[src/rtl/gtfwizard_0_gtwiz_rx_mode_drp_ctrl.sv]
// Purpose: on each rising request, read-modify-write two RX phase-alignment DRP registers to their MM or AM values, then return a held done level.
// Latency: 13 drp_clk_in cycles from drp_reconfig_rdy_in rise to drp_reconfig_done_out rise when gnt/drdy respond without wait states.
// Backpressure: holds drp_req_out until drp_gnt_in and waits for drp_rdy_in; aborts with the sticky error flag after P_DRP_TIMEOUT cycles.
module gtfwizard_0_gtwiz_rx_mode_drp_ctrl #(
    parameter int unsigned P_DRP_TIMEOUT = 255,
    parameter int unsigned P_DONE_HOLD   = 8,
    parameter logic [9:0]  P_REG0_ADDR   = 10'h000,
    parameter logic [15:0] P_REG0_MASK   = 16'h0000,
    parameter logic [15:0] P_REG0_MM_VAL = 16'h0000,
    parameter logic [15:0] P_REG0_AM_VAL = 16'h0000,
    parameter logic [9:0]  P_REG1_ADDR   = 10'h000,
    parameter logic [15:0] P_REG1_MASK   = 16'h0000,
    parameter logic [15:0] P_REG1_MM_VAL = 16'h0000,
    parameter logic [15:0] P_REG1_AM_VAL = 16'h0000
) (
    input  logic        drp_clk_in,
    input  logic        drp_reset_in,
    input  logic        drp_reconfig_rdy_in,
    input  logic        drp_switch_am_in,
    output logic        drp_reconfig_done_out,
    output logic        drp_reconfig_error_out,
    output logic        drp_mode_am_out,
    output logic        drp_req_out,
    input  logic        drp_gnt_in,
    output logic        drp_en_out,
    output logic        drp_we_out,
    output logic [9:0]  drp_addr_out,
    output logic [15:0] drp_di_out,
    input  logic [15:0] drp_do_in,
    input  logic        drp_rdy_in,
    output logic [2:0]  sm_drp_ctrl_out
);

    typedef enum logic [2:0] {
        S_IDLE    = 3'd0,
        S_REQ     = 3'd1,
        S_RD      = 3'd2,
        S_WAIT_RD = 3'd3,
        S_WR      = 3'd4,
        S_WAIT_WR = 3'd5,
        S_DONE    = 3'd6
    } state_t;

    // Counts are compared one short of the limit so that a wait lasts exactly
    // P_DRP_TIMEOUT cycles and done stays high exactly P_DONE_HOLD cycles.
    localparam logic [7:0] TMO_LAST  = 8'(P_DRP_TIMEOUT - 1);
    localparam logic [7:0] HOLD_LAST = 8'(P_DONE_HOLD - 1);

    state_t      state, state_nxt;
    logic [2:0]  rdy_sync;
    logic [2:0]  am_sync;
    logic        rdy_s, rdy_s_d, am_s, start;
    logic [7:0]  cnt, cnt_nxt;
    logic        idx, idx_nxt;
    logic        mode_sel, mode_sel_nxt;
    logic        mode_am, mode_am_nxt;
    logic        err, err_nxt;
    logic [15:0] di_q, di_nxt;
    logic        tmo;
    logic [9:0]  reg_addr;
    logic [15:0] reg_mask, reg_val;

    // The request synchronizer resets high so a level held across reset reads
    // as "already seen" and cannot fake a rising edge.
    always_ff @(posedge drp_clk_in or posedge drp_reset_in) begin
        if (drp_reset_in) begin
            rdy_sync <= 3'b111;
            rdy_s_d  <= 1'b1;
            am_sync  <= 3'b000;
        end else begin
            rdy_sync <= {rdy_sync[1:0], drp_reconfig_rdy_in};
            rdy_s_d  <= rdy_sync[2];
            am_sync  <= {am_sync[1:0], drp_switch_am_in};
        end
    end

    assign rdy_s = rdy_sync[2];
    assign am_s  = am_sync[2];
    assign start = rdy_s & ~rdy_s_d;

    always_ff @(posedge drp_clk_in or posedge drp_reset_in) begin
        if (drp_reset_in) begin
            state    <= S_IDLE;
            cnt      <= 8'd0;
            idx      <= 1'b0;
            mode_sel <= 1'b0;
            mode_am  <= 1'b0;
            err      <= 1'b0;
            di_q     <= 16'h0000;
        end else begin
            state    <= state_nxt;
            cnt      <= cnt_nxt;
            idx      <= idx_nxt;
            mode_sel <= mode_sel_nxt;
            mode_am  <= mode_am_nxt;
            err      <= err_nxt;
            di_q     <= di_nxt;
        end
    end

    assign reg_addr = idx ? P_REG1_ADDR : P_REG0_ADDR;
    assign reg_mask = idx ? P_REG1_MASK : P_REG0_MASK;
    assign reg_val  = idx ? (mode_sel ? P_REG1_AM_VAL : P_REG1_MM_VAL)
                          : (mode_sel ? P_REG0_AM_VAL : P_REG0_MM_VAL);
    assign tmo      = (cnt == TMO_LAST);

    always_comb begin
        state_nxt    = state;
        cnt_nxt      = cnt;
        idx_nxt      = idx;
        mode_sel_nxt = mode_sel;
        mode_am_nxt  = mode_am;
        err_nxt      = err;
        di_nxt       = di_q;
        case (state)
            S_IDLE: begin
                if (start) begin
                    mode_sel_nxt = am_s;
                    err_nxt      = 1'b0;
                    idx_nxt      = 1'b0;
                    cnt_nxt      = 8'd0;
                    state_nxt    = S_REQ;
                end
            end
            S_REQ, S_RD, S_WR: begin
                // Strobes only fire with gnt held, so RD/WR also wait on it.
                if (drp_gnt_in) begin
                    cnt_nxt   = 8'd0;
                    state_nxt = (state == S_REQ) ? S_RD :
                                (state == S_RD)  ? S_WAIT_RD : S_WAIT_WR;
                end else if (tmo) begin
                    err_nxt   = 1'b1;
                    cnt_nxt   = 8'd0;
                    state_nxt = S_DONE;
                end else begin
                    cnt_nxt = cnt + 8'd1;
                end
            end
            S_WAIT_RD: begin
                if (drp_rdy_in) begin
                    di_nxt    = (drp_do_in & ~reg_mask) | (reg_val & reg_mask);
                    cnt_nxt   = 8'd0;
                    state_nxt = S_WR;
                end else if (tmo) begin
                    err_nxt   = 1'b1;
                    cnt_nxt   = 8'd0;
                    state_nxt = S_DONE;
                end else begin
                    cnt_nxt = cnt + 8'd1;
                end
            end
            S_WAIT_WR: begin
                if (drp_rdy_in) begin
                    cnt_nxt = 8'd0;
                    if (idx) begin
                        mode_am_nxt = mode_sel;
                        state_nxt   = S_DONE;
                    end else begin
                        idx_nxt   = 1'b1;
                        state_nxt = S_RD;
                    end
                end else if (tmo) begin
                    err_nxt   = 1'b1;
                    cnt_nxt   = 8'd0;
                    state_nxt = S_DONE;
                end else begin
                    cnt_nxt = cnt + 8'd1;
                end
            end
            S_DONE: begin
                if ((cnt >= HOLD_LAST) && !rdy_s) begin
                    cnt_nxt   = 8'd0;
                    state_nxt = S_IDLE;
                end else if (cnt != 8'hFF) begin
                    cnt_nxt = cnt + 8'd1;
                end
            end
            default: begin
                state_nxt = S_IDLE;
            end
        endcase
    end

    // Strobes decode straight from state so reset removes them asynchronously.
    assign drp_req_out            = (state == S_REQ) || (state == S_RD) || (state == S_WAIT_RD) ||
                                    (state == S_WR)  || (state == S_WAIT_WR);
    assign drp_en_out             = ((state == S_RD) || (state == S_WR)) && drp_gnt_in;
    assign drp_we_out             = (state == S_WR) && drp_gnt_in;
    assign drp_addr_out           = ((state == S_RD) || (state == S_WR)) ? reg_addr : 10'h000;
    assign drp_di_out             = di_q;
    assign drp_reconfig_done_out  = (state == S_DONE);
    assign drp_reconfig_error_out = err;
    assign drp_mode_am_out        = mode_am;
    assign sm_drp_ctrl_out        = state;

endmodule

[config.mk]
export PLATFORM = sky130hd
export DESIGN_NAME = gtfwizard_0_gtwiz_rx_mode_drp_ctrl
export DESIGN_NICKNAME = d
export VERILOG_FILES = /design/src/rtl/gtfwizard_0_gtwiz_rx_mode_drp_ctrl.sv
export SDC_FILE = /design/constraint.sdc
export NUM_CORES = 1
export LEC_CHECK = 0
export ABC_AREA = 1
export BUFFER_PORTS_ARGS = -buffer_cell sky130_fd_sc_hd__buf_2
export CAP_MARGIN = 15
export CORE_UTILIZATION = 52
export CTS_CLUSTER_SIZE = 8
export DETAILED_ROUTE_END_ITERATION = 8
export PLACE_DENSITY = 0.85
export SYNTH_ARGS = -nofsm -noshare
export SYNTH_HDL_FRONTEND = slang
export SYNTH_SLANG_ARGS = --single-unit
[constraint.sdc]
create_clock -name drp_clk_in -period 2.05 [get_ports drp_clk_in]
set_input_delay 0.3075 -clock drp_clk_in [delete_from_list [all_inputs] [get_ports drp_clk_in]]
set_output_delay 0.3075 -clock drp_clk_in [all_outputs]
set_load 0.02 [all_outputs]
==> flow_summary.json <==
{
  "clock_latency_ps": 290,
  "crit_type": "reg2out",
  "drv_cap": 0,
  "dieArea_um2": 4120,
  "synthCells": 215,
  "path_clk_slew_ps": 80,
  "ir_worst_vdd_mv": 0.893,
  "clock_path_buffers": 2,
  "nNetsFinal": 290,
  "antenna_found_initial": 0,
  "grt_pass1_wl_mm": 6.79,
  "finalSetupViolations": 0,
  "r2r_slack_ps": 380,
  "grt_pass1_vias": 1572,
  "fin_crit_ps": 1880,
  "area_growth_pct": 16.9,
  "core-area_um2": 3690,
  "cp_max_fo": 9,
  "cts-buffers-inserted": 5,
  "fin_tns_setup_ps": 0,
  "grt_max_degree": 39,
  "synth_seq_area_share_pct": 47.5,
  "power.density_nw_per_um2": 1360,
  "cts_root_buf": "clkbuf_8",
  "final_layout_size_suffix_gt1_share_pct": 36.3,
  "end_kind": "output port",
  "ys_seq_elements": 38,
  "rr_worst_depth": 10,
  "dieWidth_um": 64.2,
  "routed_wl_mm": 3.88,
  "avgSynthCellArea_um2": 9.35,
  "r2r_start": "cnt[1]",
  "yosys_warnings": 0,
  "crit_arrival_ps": 1570,
  "ioPinCount": 57,
  "clock_sink_count": 38,
  "worst_ep_required_time_ps": 1740,
  "htreeDepth": 2,
  "clock.fmax_mhz": 532,
  "num_vias": 1607,
  "rsz0062_at_grt": "false",
  "ctsResizeCount": 0,
  "syn_area_um2": 2010,
  "row_count": 22,
  "firstDrtPassIters": 4,
  "skew_ps": 9.27,
  "placed_area_um2": 2240,
  "chipHeight_um": 64.2,
  "pre_cts_ws_ps": 393,
  "worstReg2RegEnd": "cnt[5]",
  "start_kind": "flop",
  "drtIter0Drc": 168,
  "hold_viol_final": 0,
  "via_per_inst": 5.10,
  "maxSlewViolCount": 0,
  "grt_usage_pct": 21.6,
  "place.gp.congestion": 0.943,
  "synth.distinct_cells": 31,
  "cts_tree": "done",
  "p_leak_nw": 1.29,
  "drc_errors": 0,
  "ctsHoldBuffers": 0,
  "status": "finished clean",
  "gr-total-overflow": 0,
  "hpwl_mm": 2.91,
  "setup_slack_ps": 169,
  "hold_class": "in2async",
  "insertedDiodeCount": 0,
  "start_util_pct": 54.5,
  "postLayoutCellArea_um2": 2350,
  "period_share_pct": 91.8,
  "postCtsSetupBuffers": 0,
  "portBuffers": 46,
  "routedWlPerCell_um": 12.3,
  "postRouteAntennaNets": 0
}
[how the worst max path moves through the flow]
stage	start	end	slack, ps	cells after the start
floorplan	sm_drp_ctrl_out[1]	sm_drp_ctrl_out[0]	480	6
global placement	cnt[1]	cnt[3]	410	9
detailed placement	cnt[1]	cnt[5]	390	10
CTS	sm_drp_ctrl_out[1]	drp_en_out	170	4
global route	sm_drp_ctrl_out[1]	drp_en_out	40	4
finish	sm_drp_ctrl_out[1]	drp_en_out	170	4
[metrics by stage]
stage                     std cells  hold slack, ps  util, %  power, mW
after global routing            315            98.8     63.7       3.41
after floorplan                 224             312        -       2.20
after global placement          307             333     60.6       2.52
final                           315             111     63.7       3.19
after CTS                       315             103     63.7       3.21
after detailed placement        307             336     60.6       2.56
[cells in the mapped netlist]
cell type,n,area [um2]
o2111ai_1,1,8.76
dfstp_2,4,105
a21oi_1,2,10.0
nand3_2,3,30.0
inv_1,25,93.8
nand3_1,19,95.1
o22ai_1,2,12.5
conb_1,1,3.75
nor3_1,1,5.00
nand2_2,4,25.0
and3_2,1,7.51
nor2_1,16,60.1
nand2_1,43,161
inv_2,3,11.3
mux2_4,4,60.1
o21ai_1,3,15.0
o21ai_0,5,25.0
nor2_2,2,12.5
buf_4,10,75.1
inv_4,1,6.26
buf_12,1,20.0
buf_6,1,11.3
dfrtp_1,34,851
nand2_4,3,33.8
nand4_4,1,21.3
mux2_2,13,146
a211oi_2,1,12.5
nand4_1,5,31.3
ha_1,2,25.0
xor2_1,2,17.5
o21ai_2,2,17.5
[flip-flops by register name, indices dropped and copies added (netlist names)]
name / count
drp_di_out: 16
cnt: 8
am_sync: 3
rdy_sync: 3
sm_drp_ctrl_out: 3
drp_mode_am_out: 1
drp_reconfig_error_out: 1
idx: 1
mode_sel: 1
rdy_s_d: 1
[layout make-up]
type / count / area (um2)
Fill cell: 323 / 1340
Clock buffer: 5 / 68.8
Tap cell: 48 / 60.1
Clock inverter: 3 / 45.0
Sequential cell: 38 / 956
Inverter: 29 / 111
Timing Repair Buffer: 47 / 238
Multi-Input combinational cell: 145 / 871
[cell usage in the layout (no fill, tap or decap), drive strengths merged, types with 4 or more instances in the layout]
cell type	count
nand3	22
dfrtp	34
nand4	6
inv	29
mux2	17
nor2	18
conb	10
nand2	50
o21ai	10
buf	47
clkbuf	5
dfstp	4
[power by group]
group          switching [mW]  total, mW  internal (mW)  leakage (nW)
Clock                   0.273      0.635          0.362        0.0504
Combinational           0.893       1.42          0.532         0.762
Sequential              0.161       1.13          0.971         0.474
Total                    1.33       3.19           1.86          1.29
[critical path, stage by stage (launching register included)]
cell     delay, ps
dfrtp_1        500
nor2_2         170
nand2_2        150
a21oi_1        250
buf_2          200
[kinds of logic (layout without fill, tap and decap cells)]
kind of cell	after synthesis	in the layout	synth area share (%)
AOI/OAI and AO/OA	16	16	5.04
buffers and inverters	41	84	10.8
adders and majority gates	2	2	1.24
and+or+nand+nor	98	98	24.0
DFF	38	38	47.5
xor gates and xnor gates	2	2	0.871
other	1	10	0.187
muxes	17	17	10.3
[routing by layer]
| layer | part of all wire, % | track usage [%] | up-vias | wire (um) |
|---|---|---|---|---|
| met2 | 47 | 35.0 | 82 | 1830 |
| met5 | 0 | 0 | - | 0 |
| met3 | 7.0 | 4.29 | 9 | 271 |
| met4 | 2.2 | 10.8 | 0 | 85 |
| li1 | - | - | 773 | - |
| met1 | 44 | 27.5 | 743 | 1700 |
(Power assumes the default switching activity.)
